--- src/rtl/led_bar_controller.sv ---
// LED bar level controller: three debounced push-buttons step a 0..CNT_MAX bar
// level by hand, or let it bounce between the ends automatically.
module led_bar_controller #(
    parameter int CNT_MAX   = 16,
    parameter int TICK_DIV  = 50_000_000,
    parameter int DB_CYCLES = 500_000
) (
    input  logic       clk,
    input  logic       rst,
    input  logic       btn_up,
    input  logic       btn_down,
    input  logic       btn_mode,
    output logic [4:0] counter_out,
    output logic       auto_mode,
    output logic       dir_up
);
    localparam int PS_W = $clog2(TICK_DIV);
    localparam int DB_W = $clog2(DB_CYCLES + 1);
    localparam logic [PS_W-1:0] PS_LAST = PS_W'(TICK_DIV - 1);
    localparam logic [DB_W-1:0] DB_LAST = DB_W'(DB_CYCLES - 1);
    localparam logic [4:0]      LVL_MAX = 5'(CNT_MAX);

    typedef enum logic [1:0] {MANUAL, AUTO_UP, AUTO_DOWN} state_t;

    function automatic logic [4:0] sat_inc(input logic [4:0] v);
        return (v < LVL_MAX) ? v + 5'd1 : LVL_MAX;
    endfunction

    function automatic logic [4:0] sat_dec(input logic [4:0] v);
        return (v != 5'd0) ? v - 5'd1 : 5'd0;
    endfunction

    // Bit order in the button vectors: [0]=up, [1]=down, [2]=mode.
    logic [2:0]            r_sync1;
    logic [2:0]            r_sync2;
    logic [2:0]            r_db;
    logic [2:0]            r_db_d;
    logic [2:0]            r_press;
    logic [2:0][DB_W-1:0]  r_db_cnt;

    state_t          r_state;
    state_t          w_state_nxt;
    logic [4:0]      w_cnt_nxt;
    logic [PS_W-1:0] r_ps;
    logic [PS_W-1:0] w_ps_nxt;
    logic            w_tick;
    logic            w_up;
    logic            w_down;
    logic            w_mode;

    always_ff @(posedge clk) begin
        if (rst) begin
            r_sync1  <= '0;
            r_sync2  <= '0;
            r_db     <= '0;
            r_db_d   <= '0;
            r_press  <= '0;
            r_db_cnt <= '0;
        end else begin
            r_sync1 <= {btn_mode, btn_down, btn_up};
            r_sync2 <= r_sync1;
            r_db_d  <= r_db;
            r_press <= r_db & ~r_db_d;
            for (int i = 0; i < 3; i++) begin
                if (r_sync2[i] == r_db[i]) begin
                    r_db_cnt[i] <= '0;
                end else if (r_db_cnt[i] == DB_LAST) begin
                    r_db[i]     <= r_sync2[i];
                    r_db_cnt[i] <= '0;
                end else begin
                    r_db_cnt[i] <= r_db_cnt[i] + DB_W'(1);
                end
            end
        end
    end

    assign w_up   = r_press[0];
    assign w_down = r_press[1];
    assign w_mode = r_press[2];
    assign w_tick = (r_ps == PS_LAST);

    always_comb begin
        w_state_nxt = r_state;
        w_cnt_nxt   = counter_out;
        w_ps_nxt    = '0;
        unique case (r_state)
            MANUAL: begin
                if (w_mode) begin
                    w_state_nxt = (counter_out < LVL_MAX) ? AUTO_UP : AUTO_DOWN;
                end else if (w_up && !w_down) begin
                    w_cnt_nxt = sat_inc(counter_out);
                end else if (w_down && !w_up) begin
                    w_cnt_nxt = sat_dec(counter_out);
                end
            end
            AUTO_UP: begin
                if (w_mode) begin
                    w_state_nxt = MANUAL;
                end else begin
                    w_ps_nxt = w_tick ? '0 : r_ps + PS_W'(1);
                    if (w_tick) begin
                        w_cnt_nxt = sat_inc(counter_out);
                        // Turn around on the same edge that reaches the top.
                        if (sat_inc(counter_out) == LVL_MAX) w_state_nxt = AUTO_DOWN;
                    end
                end
            end
            AUTO_DOWN: begin
                if (w_mode) begin
                    w_state_nxt = MANUAL;
                end else begin
                    w_ps_nxt = w_tick ? '0 : r_ps + PS_W'(1);
                    if (w_tick) begin
                        w_cnt_nxt = sat_dec(counter_out);
                        if (sat_dec(counter_out) == 5'd0) w_state_nxt = AUTO_UP;
                    end
                end
            end
            default: w_state_nxt = MANUAL;
        endcase
    end

    always_ff @(posedge clk) begin
        if (rst) begin
            r_state     <= MANUAL;
            r_ps        <= '0;
            counter_out <= 5'd0;
            auto_mode   <= 1'b0;
            dir_up      <= 1'b1;
        end else begin
            r_state     <= w_state_nxt;
            r_ps        <= w_ps_nxt;
            counter_out <= w_cnt_nxt;
            auto_mode   <= (w_state_nxt != MANUAL);
            dir_up      <= (w_state_nxt != AUTO_DOWN);
        end
    end
endmodule

--- config.mk ---
export PLATFORM = sky130hd
export DESIGN_NAME = led_bar_controller
export DESIGN_NICKNAME = d
export VERILOG_FILES = /design/src/rtl/led_bar_controller.sv
export SDC_FILE = /design/constraint.sdc
export NUM_CORES = 1
export LEC_CHECK = 0
export BUFFER_PORTS_ARGS = -buffer_cell sky130_fd_sc_hd__buf_4
export CAP_MARGIN = 20
export CORE_UTILIZATION = 61
export CTS_BUF_LIST = sky130_fd_sc_hd__clkbuf_16
export DETAILED_ROUTE_END_ITERATION = 10
export GPL_TIMING_DRIVEN = 0
export PLACE_DENSITY_LB_ADDON = 0.2
export SYNTH_ARGS = -nofsm -noshare
export SYNTH_HDL_FRONTEND = slang
export SYNTH_SLANG_ARGS = --single-unit
--- constraint.sdc ---
create_clock -name clk -period 5 [get_ports clk]
set_clock_uncertainty 0.05 [all_clocks]
set_input_delay 0.5 -clock clk [delete_from_list [all_inputs] [get_ports clk]]
set_output_delay 0.5 -clock clk [all_outputs]
set_load 0.01 [all_outputs]
# After elaboration in Yosys (flattened, before gate mapping)

Cells that the tools add are included.

Eq/ne operators: 17
Muxes and demuxes: 19
Reduce and logical (&&, ||, !) cells: 18
Add/subtract/negate cells: 6
Order comparisons: 1
Bitwise gates (word level): 6

Operators with widths:

| cell                                             | count |
|---|---|
| adder 19 x 1 -> 19 bit, second input constant    | 3 |
| == test 19 bit, second input constant            | 3 |
| two-way mux 5 bit                                | 9 |
| adder 26 x 1 -> 26 bit, second input constant    | 1 |
| == test 26 bit, second input constant            | 1 |
| two-way mux 2 bit                                | 8 |
| one-hot mux 5 bit (3 select lines)               | 1 |
| != test 2 bit, second input constant             | 6 |
| OR reduction 3 bit                               | 3 |
| AND reduction 7 bit                              | 1 |
| one-hot mux 2 bit (3 select lines)               | 1 |
| AND reduction 2 bit                              | 3 |
| adder 5 x 1 -> 5 bit, second input constant      | 1 |
| == test 5 bit, second input constant             | 1 |
| logical NOT 5 bit                                | 1 |
| < comparator 5 bit, second input constant        | 1 |
| nonzero test 5 bit                               | 1 |
| subtractor 5 x 1 -> 5 bit, second input constant | 1 |
| inverter 1 bit                                   | 4 |
| OR reduction 4 bit                               | 1 |
| bitwise AND 3 bit                                | 1 |
| == test 1 bit                                    | 3 |
| != test 3 bit, second input constant             | 1 |
| inverter 3 bit                                   | 1 |
| 8 further kinds                                  | 10 |

Bits of input ports: 5
Flip-flop bits (word level): 107
Logic and storage cells: 82
Output and inout port bits: 7

# Logic depth before layout (Yosys ltp)

Word-level depth: 8
Mapped depth: 8

# Worst setup path after synthesis

OpenSTA, ideal clock, no wires.

Path type: register to register
Start: reg counter_out[0]
End: reg dir_up
Buffers on the path: 0
Arrival time: 1994 ps
Path slack: 2822 ps
Setup time: 134 ps
Clock period less this slack: 2178 ps
Cell stages (with the launch flop): 8
Path through: dfxtp_1 > inv_1 > ha_1 > xnor2_1 > a32oi_1 > and4bb_4 > o221a_1 > or4b_1

Cells in the longest elaborated chain, start to end: 8
Elaborated cells on any way between the ends: 18

Ends and longest elaborated chain:

| element                                                   | RTL line | text |
|---|---|---|
| start, declared                                           | 13       | `output logic [4:0] counter_out,` |
| start signal, assigned                                    | 133      | `counter_out <= w_cnt_nxt;` |
| adder 5 x 1 -> 5 bit (tied with other cells)              | 26       | `return (v < LVL_MAX) ? v + 5'd1 : LVL_MAX;` |
| two-way mux 5 bit (on tied branches)                      | 26, 30   |  |
| == test 5 bit / logical NOT 5 bit (equally long branches) | 104, 115 |  |
| two-way mux 2 bit (on tied branches)                      | 104, 115 |  |
| two-way mux 2 bit (on tied branches)                      | 101, 113 |  |
| two-way mux 2 bit (on tied branches)                      | 97, 109  |  |
| one-hot mux 2 bit (3 select lines) (*)                    | 86       | `unique case (r_state)` |
| != test 2 bit (*)                                         | 135      | `dir_up <= (w_state_nxt != AUTO_DOWN);` |
| end signal, assigned                                      | 135      |  |
| end, declared                                             | 15       | `output logic dir_up` |

Mark *: on every way between the ends. The rest lies on a longest branch, timed or not.
A chain may end at the register's enable or synchronous reset.

# Final worst setup path

Same ends and word-level chain as after synthesis.

==> report_table.html <==
<table>
<tr><th>Metric</th><th>Value</th></tr>
<tr><th colspan="2">Logic synthesis</th></tr>
<tr><td>Most common cell in the netlist</td><td>nor2_1</td></tr>
<tr><td>Seq/Total Area, Yosys</td><td>43.7%</td></tr>
<tr><td>Commonest cells post-synth</td><td>111 x nor2_1, 107 x dfxtp_1, 54 x xnor2_1</td></tr>
<tr><td>Leading area contributor after synthesis</td><td>dfxtp_1</td></tr>
<tr><td>Share of Yosys cell area claimed by the top area cell type</td><td>43.7%</td></tr>
<tr><td>Main flop type after synthesis</td><td>dfxtp_1</td></tr>
<tr><td>Synthesized cell area</td><td>4900 sq um</td></tr>
<tr><td>Syn_nets</td><td>586</td></tr>
<tr><td>Unique masters post-synth</td><td>47</td></tr>
<tr><td>Number of synthesized register bits</td><td>107</td></tr>
<tr><td>Largest cells by area after synthesis</td><td>dfxtp_1 44%, xnor2_1 9.6%, nor2_1 8.5%</td></tr>
<tr><td>Average cell area after synthesis</td><td>8.62 sq um</td></tr>
<tr><td>Number of instances in the synthesized netlist</td><td>569</td></tr>
<tr><td>Share of flip-flops with an asynchronous set or reset after synthesis</td><td>0%</td></tr>
<tr><td>Number of enable flip-flop cells after synthesis</td><td>0</td></tr>
<tr><td>Yosys warning count</td><td>0</td></tr>
<tr><th colspan="2">Global route</th></tr>
<tr><td>Initial antenna violation count</td><td>0</td></tr>
<tr><td>Total congestion overflow</td><td>0</td></tr>
<tr><td>Global-route usage over all layers</td><td>23.8%</td></tr>
<tr><td>Global-route wire length before repair</td><td>16300 microns</td></tr>
<tr><td>Maximum number of pins on one net before global-route repair</td><td>18</td></tr>
<tr><td>Via count of the first global-routing pass</td><td>3703</td></tr>
<tr><th colspan="2">Worst setup path</th></tr>
<tr><td>Data arrival, critical path</td><td>2610 ps</td></tr>
<tr><td>Crit path max fanout</td><td>8</td></tr>
<tr><td>Worst Setup End Kind</td><td>register</td></tr>
<tr><td>Startpoint type of the worst setup path</td><td>register</td></tr>
<tr><td>R2R depth</td><td>6</td></tr>
<tr><td>Worst Path Class, Setup</td><td>register to register</td></tr>
<tr><td>Worst reg2reg setup slack</td><td>2550 ps</td></tr>
<tr><td>Crit Reg-Reg Startpoint</td><td>counter_out[0]</td></tr>
<tr><td>Worst endpoint required time</td><td>5160 ps</td></tr>
<tr><td>Endpoint of the most critical register-to-register path</td><td>dir_up</td></tr>
<tr><th colspan="2">Placement</th></tr>
<tr><td>Worst slack at placement</td><td>2580 ps</td></tr>
<tr><td>Quantity of I/O buffers inserted on ports</td><td>11</td></tr>
<tr><td>Global placer's final weighted congestion</td><td>0.824</td></tr>
<tr><td>Detailed placer's ending HPWL</td><td>6400 microns</td></tr>
<tr><th colspan="2">Timing</th></tr>
<tr><td>Final hold viol count</td><td>0</td></tr>
<tr><td>Final critical delay including setup and external delays</td><td>2450 ps</td></tr>
<tr><td>Worst-margin pin slew</td><td>819 ps</td></tr>
<tr><td>Count of final setup violators</td><td>0</td></tr>
<tr><td>Highest clock frequency the design can meet</td><td>0.408 GHz</td></tr>
<tr><td>Max-slew headroom at the worst pin</td><td>44.9%</td></tr>
<tr><td>Period utilization</td><td>49.0%</td></tr>
<tr><td>Pins Over Slew Limit</td><td>0</td></tr>
<tr><td>Unrepaired setup endpoints after global routing</td><td>no</td></tr>
<tr><td>Final worst setup slack</td><td>2550 ps</td></tr>
<tr><td>Setup_tns</td><td>0 ps</td></tr>
<tr><th colspan="2">Floorplanning</th></tr>
<tr><td>Std-Cell Core Area</td><td>7770 sq um</td></tr>
<tr><td>Total Die Area</td><td>8400 sq um</td></tr>
<tr><td>Boundary pin count</td><td>12</td></tr>
<tr><td>Vertical die dimension</td><td>91.7 microns</td></tr>
<tr><td>Standard-cell rows</td><td>32</td></tr>
<tr><td>Die X</td><td>91.7 microns</td></tr>
<tr><td>Starting utilization of the core area</td><td>63.1%</td></tr>
<tr><th colspan="2">CTS</th></tr>
<tr><td>Hold-fix buffers, CTS</td><td>0</td></tr>
<tr><td>CTS sink cnt</td><td>107</td></tr>
<tr><td>Clock-pin slew on the worst setup and hold paths</td><td>70 ps</td></tr>
<tr><td>Worst-Skew Late Latency</td><td>340 ps</td></tr>
<tr><td>Maximum clock path buffer count</td><td>2</td></tr>
<tr><td>Buffer type at the clock tree root</td><td>clkbuf_16</td></tr>
<tr><td>Number of buffers created by CTS</td><td>9</td></tr>
<tr><td>Setup fix buffers added after clock tree synthesis</td><td>0</td></tr>
<tr><td>Post-cts resize count</td><td>0</td></tr>
<tr><td>H-tree depth</td><td>3</td></tr>
<tr><td>Clock tree from TritonCTS</td><td>yes</td></tr>
<tr><th colspan="2">Pwr</th></tr>
<tr><td>Internal Power</td><td>1.30 mW</td></tr>
<tr><td>Switching power total</td><td>0.321 mW</td></tr>
<tr><td>Static leakage</td><td>1.78 nW</td></tr>
<tr><td>Reg power frac</td><td>52.9%</td></tr>
<tr><td>Peak ir drop on the vdd network</td><td>0.188 mV</td></tr>
<tr><td>Power density over cell area</td><td>298 nW/um^2</td></tr>
<tr><td>Share of power burned in combinational logic</td><td>0.9%</td></tr>
<tr><td>Net switching fraction of the power</td><td>19.8%</td></tr>
<tr><td>Power share of the clock group</td><td>46.2%</td></tr>
<tr><th colspan="2">Hold path</th></tr>
<tr><td>Worst min-delay path class</td><td>primary input to register</td></tr>
<tr><td>Worst hold path stage count</td><td>2</td></tr>
<tr><td>Startpoint of the worst hold path</td><td>btn_mode</td></tr>
<tr><td>Worst-case hold path end point</td><td>r_sync1[2]</td></tr>
<tr><th colspan="2">Job</th></tr>
<tr><td>Reported max-cap violation count</td><td>0</td></tr>
<tr><th colspan="2">Final layout</th></tr>
<tr><td>Share of layout cells above drive strength 1</td><td>6.04%</td></tr>
<tr><td># diodes</td><td>0</td></tr>
<tr><td>Filler cell count in the final layout</td><td>633</td></tr>
<tr><td>Area added between synthesis and finish</td><td>10.7%</td></tr>
<tr><td>Total number of nets in the final design</td><td>608</td></tr>
<tr><th colspan="2">Routing</th></tr>
<tr><td>Residual antenna-violating net count after detailed routing</td><td>0</td></tr>
<tr><td>DR DRC count</td><td>0</td></tr>
<tr><td>Routed vias</td><td>3825</td></tr>
<tr><td>Starting DRC count in detailed routing</td><td>273</td></tr>
<tr><td>Detailed-route wire length</td><td>9290 microns</td></tr>
<tr><td>Average detailed-routed wire length per instance</td><td>13.3 microns</td></tr>
<tr><td>Via/cell ratio</td><td>5.48</td></tr>
<tr><td>Number of detailed-route iterations in the first pass</td><td>5</td></tr>
<tr><th colspan="2">Status</th></tr>
<tr><td>Status</td><td>finished, final reports clean</td></tr>
</table>
-- critical path: stages (launching register included) --
cell,delay [ps]
dfxtp_1,470
inv_1,100
ha_1,360
o31ai_1,420
a31oi_1,160
a211oi_2,290
or4b_1,480
-- through the flow --
stage / hold WS, ps / area (sq um) / instances / utilization [%] / total power, mW
2_1_floorplan: 317 / 4900 / 569 / - / 0.884
3_3_place_gp: 325 / 5110 / 682 / 65.9 / 0.890
3_5_place_dp: 326 / 5110 / 682 / 65.9 / 0.891
4_1_cts: 330 / 5430 / 698 / 69.9 / 1.63
5_1_grt: 345 / 5430 / 698 / 69.9 / 1.66
6_report: 335 / 5430 / 698 / 69.9 / 1.62
-- final cells by class --
type                       count  area (sq um)  area share, %
inverter                      22          82.6           1.52
sequential                   107          2140           39.4
timing repair buffer          11          82.6           1.52
tap                          102           128           2.35
clock inverter                 7          90.1           1.66
clock buffer                   9           225           4.15
multi-input combinational    426          2620           48.2
buffer                        14          63.8           1.18
-- worst max path at each step --
stage                               from      to  slack [ps]  cells after the start
after CTS                 counter_out[0]  dir_up        2580                      6
final                     counter_out[0]  dir_up        2550                      6
after floorplan           counter_out[0]  dir_up        2820                      7
after detailed placement  counter_out[0]  dir_up        2580                      6
after global routing      counter_out[0]  dir_up        2390                      6
after global placement    counter_out[0]  dir_up        2650                      6
-- power by group through the flow --
stage | clock network, mW | logic, mW | registers (mW)
floorplan | 0 | 0.00821 | 0.876
global placement | 0 | 0.0144 | 0.876
detailed placement | 0 | 0.0146 | 0.876
CTS | 0.759 | 0.0150 | 0.856
global route | 0.792 | 0.0166 | 0.856
finish | 0.747 | 0.0147 | 0.856
-- layout by cell type (no fill, tap or decap), types with 6 or more instances in the layout --
| cell | instances |
|---|---|
| nand2_1 | 36 |
| nand4_1 | 13 |
| clkbuf_16 | 9 |
| dfxtp_1 | 107 |
| and3_1 | 13 |
| nor4_1 | 10 |
| and4_1 | 9 |
| buf_4 | 11 |
| nor3_1 | 19 |
| a21oi_1 | 8 |
| nand3_1 | 36 |
| o21ai_0 | 6 |
| xor2_1 | 27 |
| inv_1 | 22 |
| nor2b_1 | 19 |
| ha_1 | 12 |
| xnor2_1 | 54 |
| clkbuf_1 | 10 |
| nor2_1 | 111 |
-- cells by family after synthesis --
kind of cell / share of synthesized area, %
AND/OR/NAND/NOR: 29.4
AO/OA/AOI/OAI: 5.77
XOR/XNOR: 14.5
multiplexers: 0.612
flip-flops: 43.7
buffers and inverters: 2.98
adder cells (fa/ha/maj): 3.06
-- metal layers --
layer	global-route usage, %	part of all wire, %	vias to the layer above
li1	-	-	1973
met1	28.2	47	1799
met2	42.2	49	38
met3	4.48	2.4	15
met5	0	0	-
met4	9.26	1.7	0
-- flip-flops by register name (all words and copies together) (netlist names) --
register / count
r_db_cnt: 57
r_press: 3
r_ps: 26
r_db_d: 3
dir_up: 1
auto_mode: 1
r_db: 3
r_sync1: 3
r_sync2: 3
r_state: 2
counter_out: 5
Power figures use the tool's default switching activity.
